--- src/rtl/writeback_queue.sv ---
// writeback_queue: buffered write-back FIFO in front of the register file
// write port, with two youngest-entry forwarding lookups.
module writeback_queue #(
  parameter int WORD_LENGTH = 32,
  parameter int NBITS       = 5,
  parameter int DEPTH       = 4
) (
  input  logic                     clk,
  input  logic                     reset,
  input  logic                     In_Valid,
  output logic                     In_Ready,
  input  logic [NBITS-1:0]         In_Reg,
  input  logic [WORD_LENGTH-1:0]   In_Data,
  input  logic                     Hold,
  output logic                     Wr_En,
  output logic [NBITS-1:0]         Wr_Reg,
  output logic [WORD_LENGTH-1:0]   Wr_Data,
  input  logic [NBITS-1:0]         Fwd_Reg1,
  input  logic [NBITS-1:0]         Fwd_Reg2,
  output logic                     Fwd_Hit1,
  output logic                     Fwd_Hit2,
  output logic [WORD_LENGTH-1:0]   Fwd_Data1,
  output logic [WORD_LENGTH-1:0]   Fwd_Data2,
  output logic [$clog2(DEPTH):0]   Count,
  output logic                     Full,
  output logic                     Empty
);

  localparam int AW = $clog2(DEPTH);
  localparam int CW = AW + 1;

  logic [NBITS-1:0]       reg_q [DEPTH];
  logic [WORD_LENGTH-1:0] dat_q [DEPTH];
  logic [AW-1:0]          head;
  logic [AW-1:0]          tail;
  logic [CW-1:0]          cnt;

  logic accept;
  logic enq;
  logic deq;

  assign Empty    = (cnt == '0);
  assign Full     = (cnt == CW'(DEPTH));
  assign In_Ready = reset && !Full;
  assign accept   = In_Valid && In_Ready;
  // Writes to x0 are consumed but never occupy an entry.
  assign enq      = accept && (In_Reg != '0);
  assign deq      = !Empty && !Hold;
  assign Wr_En    = deq;
  assign Wr_Reg   = Empty ? '0 : reg_q[head];
  assign Wr_Data  = Empty ? '0 : dat_q[head];
  assign Count    = cnt;

  always_ff @(posedge clk or negedge reset) begin
    if (!reset) begin
      head <= '0;
      tail <= '0;
      cnt  <= '0;
      for (int i = 0; i < DEPTH; i++) begin
        reg_q[i] <= '0;
        dat_q[i] <= '0;
      end
    end else begin
      if (enq) begin
        reg_q[tail] <= In_Reg;
        dat_q[tail] <= In_Data;
        tail        <= tail + AW'(1);
      end
      if (deq) begin
        head <= head + AW'(1);
      end
      if (enq && !deq) begin
        cnt <= cnt + CW'(1);
      end else if (!enq && deq) begin
        cnt <= cnt - CW'(1);
      end
    end
  end

  // Walk oldest to youngest so the last match wins.
  function automatic logic [WORD_LENGTH:0] lookup(
    input logic [NBITS-1:0] r
  );
    logic [WORD_LENGTH:0] res;
    logic [AW-1:0]        idx;
    res = '0;
    for (int i = 0; i < DEPTH; i++) begin
      idx = head + AW'(i);
      if ((CW'(i) < cnt) && (r != '0) &&
          (reg_q[idx] == r)) begin
        res = {1'b1, dat_q[idx]};
      end
    end
    return res;
  endfunction

  always_comb begin
    {Fwd_Hit1, Fwd_Data1} = lookup(Fwd_Reg1);
    {Fwd_Hit2, Fwd_Data2} = lookup(Fwd_Reg2);
  end

endmodule

--- config.mk ---
export PLATFORM = sky130hd
export DESIGN_NAME = writeback_queue
export DESIGN_NICKNAME = d
export VERILOG_FILES = /design/src/rtl/writeback_queue.sv
export SDC_FILE = /design/constraint.sdc
export NUM_CORES = 1
export LEC_CHECK = 0
export ABC_AREA = 1
export CAP_MARGIN = 0
export CORE_ASPECT_RATIO = 0.7
export CORE_MARGIN = 2
export CORE_UTILIZATION = 50
export CTS_CLUSTER_SIZE = 8
export DETAILED_ROUTE_END_ITERATION = 7
export PLACE_DENSITY = 0.7
export SLEW_MARGIN = 20
export SYNTH_ARGS = -nofsm -noshare
export SYNTH_HDL_FRONTEND = slang
export SYNTH_SLANG_ARGS = --single-unit
--- constraint.sdc ---
create_clock -name clk -period 4.3 [get_ports clk]
set_input_delay 0.43 -clock clk [delete_from_list [all_inputs] [get_ports clk]]
set_output_delay 0.43 -clock clk [all_outputs]
set_load 0.05 [all_outputs]
[Word level (Yosys, flattened, before mapping)]
Index checks and enable logic that the tools add are counted.
Storage, ports and cells
  output and inout port bits: 110
  register bits: 155
  logic and storage cells: 116
Cells by class
  multiplexer cells: 42
  reduce and logical (&&, ||, !) cells: 33
  magnitude comparators: 10
  bitwise operators: 5
  add/subtract/negate cells: 6
  eq/ne operators: 9
Operator list (number)
  $mux W32: 10
  $mux W33: 8
  $bmux W32 S2: 4
  $bwmux W128: 1
  $demux W32 S2: 1
  $mux W5: 10
  $bmux W5 S2: 4
  $eq A5 B5 Y1: 8
  $logic_and A1 B1 Y1: 23
  $bwmux W20: 1
  $ge A3 B3 Y1 const B: 5
  $not A2 Y3: 5
  $reduce_bool A5 Y1: 3
  $demux W5 S2: 1
  $lt A1 B3 Y1 const A: 2
  $lt A2 B3 Y1 const A: 2
  $mux W3: 2
  $logic_not A1 Y1: 5
  $add A2 B1 Y2 const B: 2
  $add A2 B2 Y2 const B: 2
  $add A3 B1 Y3 const B: 1
  $eq A3 B3 Y1 const B: 1
  $logic_not A3 Y1: 1
  $lt A3 B1 Y1 const B: 1
  other kinds (2): 2

[Logic depth before layout (Yosys ltp)]
  word-level depth: 10
  gate-level depth with buffers: 17
  gate-level depth less buffers: 14

[Worst setup path after synthesis]
No wires, ideal clock.
  kind: register to register
  start point: reg cnt[0], in the netlist Count[0]
  end point: reg cnt[2], in the netlist Count[2]
  path slack: 1379 ps
  arrival: 2802 ps
  required time: 4181 ps
  clock period less this slack: 2921 ps
  library setup time: 119 ps
  cell stages (with the launch flop): 12
  buffers on the path: 0
  cells stage by stage: dfrtp_1 -> inv_1 -> ha_1 -> nand2_1 -> inv_1 -> nor2_1 -> inv_1 -> ha_1 -> nor2_1 -> o21ai_0 -> xor2_1 -> inv_1
RTL lines
  start, declared: line 36  | logic [CW-1:0] cnt;
  start signal, assigned: line 73  | cnt <= cnt + CW'(1);
  start signal, assigned: line 75  | cnt <= cnt - CW'(1);
  $logic_not A3 Y1 *: line 42  | assign Empty = (cnt == '0);
  $logic_not A1 Y1 *: line 48  | assign deq = !Empty && !Hold;
  $logic_and A1 B1 Y1 *: line 48
  named net Wr_En: line 15  | output logic Wr_En,
  $logic_not A1 Y1: line 72  | if (enq && !deq) begin
  $logic_and A1 B1 Y1: line 72
  $mux W3 or $reduce_bool A2 Y1 (tied branches)
The timed path passes the listed nets; every way through them passes the cells marked *. The select of a mux whose other input is x is not followed.
A chain may end at the register's enable or synchronous reset.

[Final worst setup path]
  start point: reg head[0]
  end point: out Fwd_Data2[28]
On the way
  word-level cells in the longest chain between the ends: 10
Ends and longest elaborated chain
  start, declared: line 34  | logic [AW-1:0] head;
  start signal, assigned: line 70  | head <= head + AW'(1);
  $add A2 B1 Y2 or $not A2 Y3 (tied branches): line 88, 90, 91
  $not A2 Y3 (not written as such) or $bmux W5 S2 (tied branches): line 90, 91
  $bmux W5 S2 or $mux W5 (tied branches): line 90  | (reg_q[idx] == r)) begin
  $mux W5 (not written as such): line 90
  $mux W5 (not written as such) or $eq A5 B5 Y1 (tied branches): line 90
  $eq A5 B5 Y1 or $logic_and A1 B1 Y1 (tied branches): line 90, 89
  $logic_and A1 B1 Y1 or $mux W33 (tied branches): line 89  | if ((CW'(i) < cnt) && (r != '0) &&
  $mux W33 (2 in series): line 89
  $mux W33 *: line 89
  end, declared: line 23  | output logic [WORD_LENGTH-1:0] Fwd_Data2,
Mark *: on every way between the ends. The rest lies on a longest branch, timed or not. The select of a mux whose other input is x is not followed.

==> results.json <==
{
  "status": "completed",
  "synth-edff-count": 0,
  "crit_fanout": 32,
  "ys_types": 30,
  "cp.required_ps": 3870,
  "r2r.worst_path.cells": 8,
  "critPathMaxStageDelay_ps": 630,
  "grt_pass1_wl_um": 68100,
  "synth-seq-cells": 155,
  "met3_length_um": 4190,
  "yosysWarnings": 0,
  "fin_crit_ps": 4050,
  "cts_sinks": 155,
  "wl_per_cell_um": 17.0,
  "fmax_mhz": 247,
  "routed-wl-met2_um": 18400,
  "nets": 2272,
  "syn_area_per_cell_um2": 6.09,
  "met1_length_um": 20100,
  "synth_fp_nets": 2209,
  "max-clock-path-buffers": 2,
  "synth-main-ff-cell": "dfrtp_1",
  "drt_iter0_markers": 1170,
  "grt_pass1_vias": 12700,
  "topRoutingLayerUsed": "met4",
  "routed-via-count": 14200,
  "setup_violations": 0,
  "htree_levels": 4,
  "cts_buffers": 17,
  "finalHoldViolations": 0,
  "timing.rr.end": "dat_q[97]",
  "layout_commonest_cell": "nand2_1",
  "layout-drive-gt1-share_pct": 10.5,
  "area_growth_pct": 16.5,
  "slew_viol_final": 0,
  "synth_compound_area_share_pct": 13.9,
  "drt-pass1-iter-count": 7,
  "fin_skew_ps": 11.8,
  "cpMaxStageDelayCell": "dfrtp_4",
  "cts_tree": "yes",
  "port_buffers": 160,
  "hold_slack_ps": 436,
  "final_cell_mix": "742 x nand2_1, 284 x o21ai_0, 263 x nor2_1",
  "synth_top_family_by_area": "simple AND/OR/NAND/NOR gates",
  "synth_fa_ha_area_share_pct": 0.860,
  "crit_type": "flop to primary output",
  "netlist_area_um2": 13100,
  "hpwl_um": 28300,
  "grt_max_degree": 137,
  "dieWidth_um": 197,
  "clk_pin_slew_worst_paths_ps": 70,
  "remaining_drc_errors": 0,
  "fin_crit_sh_pct": 94.2,
  "root_buffer": "clkbuf_16",
  "synthSimpleGateAreaFrac_pct": 38.0,
  "grt_overflow": 0,
  "synth-xor-area-share_pct": 0.736,
  "ys_seq_area_share_pct": 29.6,
  "dieArea_um2": 27500,
  "routabilityCongestion": 0.950,
  "fp-row-count": 49,
  "synthMuxAreaShare_pct": 6.02,
  "crit_path_cell_trace": "inv_2, nand2_1, nand3_1, nand2_1, nand2_1, nand2_1, nor2_1, nand3_2, buf_12, nor2_1, nand2_1, nand3_1, nand2_1, nand2_1, buf_4",
  "slew_headroom_pct": 41.4,
  "syn_inst": 2149,
  "crit_arrival_ps": 3620,
  "ant_nets": 0,
  "min_path_type": "primary input to async pin",
  "pin_count": 161,
  "fin_setup_tns_ps": 0,
  "start_kind": "flop",
  "grt_use_total_pct": 31.5,
  "totalWireLength_um": 43500,
  "core_area_um2": 25700,
  "clock_latency_ps": 440,
  "worstSetupEndpointType": "primary output",
  "r2r_setup_slack_ps": 1460,
  "start_util_pct": 51.0,
  "via_per_inst": 5.54,
  "drv_cap": 0,
  "synthArstFlopShare_pct": 100,
  "die_height_um": 139,
  "grt_antenna_before_repair": 0,
  "tightestPinTransition_ps": 879,
  "grt_setup_unrepaired": "false",
  "cpMostUsedCell": "nand2_1",
  "diodes": 0,
  "post-cts-setup-buffers": 0,
  "reg2reg_from": "Count[0]"
}
==> cell type report <==
type,count,area (um2)
clock inverters,10,139
multi-input cells,1667,7890
fillers,2498,10400
well taps,331,414
repair buffers,193,1790
flip-flops and latches,155,3890
inverters,178,671
clock buffers,22,474
==> layer usage <==
layer | global-route usage, % | vias to the layer above
li1 | - | 6985
met1 | 45.9 | 6444
met2 | 47.4 | 670
met3 | 6.40 | 72
met4 | 8.43 | 0
met5 | 0 | -
==> worst max-delay path: cells and delay by family, from the launching register on <==
family | cells | cell delay, ps
flops | 1 | 630
simple gates | 12 | 1620
buf+inv | 3 | 920
==> kinds of logic after synthesis <==
| logic type | after synthesis |
|---|---|
| buf+inv | 327 |
| flops | 155 |
| compound gates | 359 |
| fa+ha+maj | 9 |
| simple gates | 1218 |
| xor+xnor | 11 |
| mux | 70 |
==> registers in the layout, indices dropped and copies added (netlist names) <==
signal / flops
Count: 3
dat_q: 128
head: 2
reg_q: 20
tail: 2
==> cell usage after synthesis, types with 5 or more instances <==
| cell | instances | area, um2 |
|---|---|---|
| nand2_1 | 742 | 2790 |
| o21ai_0 | 284 | 1420 |
| nor2_1 | 267 | 1000 |
| inv_1 | 173 | 649 |
| dfrtp_1 | 155 | 3880 |
| nand3_1 | 124 | 621 |
| mux2_2 | 70 | 788 |
| o21ai_1 | 67 | 335 |
| nand4_1 | 66 | 413 |
| buf_2 | 59 | 295 |
| clkbuf_1 | 53 | 199 |
| buf_4 | 14 | 105 |
| buf_1 | 13 | 48.8 |
| buf_6 | 10 | 113 |
| xor2_1 | 10 | 87.6 |
| ha_1 | 9 | 113 |
| nor2_2 | 5 | 31.3 |
==> worst max path at each step <==
stage,from,to,slack (ps)
after floorplan,Count[0],Count[2],1380
after global placement,head[0],Fwd_Data2[0],760
after detailed placement,head[0],Fwd_Data2[0],730
after CTS,head[0],Fwd_Data2[0],250
after global routing,head[0],Fwd_Data2[28],60
final,head[0],Fwd_Data2[28],250
==> metrics by stage <==
stage	setup slack [ps]	utilization (%)	cells	instance area (um2)
floorplan	1380	-	2149	13100
global placement	758	56.9	2523	14600
detailed placement	731	56.9	2523	14600
CTS	250	59.4	2556	15200
global route	63.2	59.4	2556	15300
finish	250	59.4	2556	15300
==> repair_timing <==
action	CTS	global route
resized for setup	0	1
hold endpoints to repair	19	0
setup endpoints to repair	0	4
hold buffers	1	0
Power is left out: the tool's default activity adds up to more than one toggle a clock period on the data nets, which glitch-free logic cannot reach.
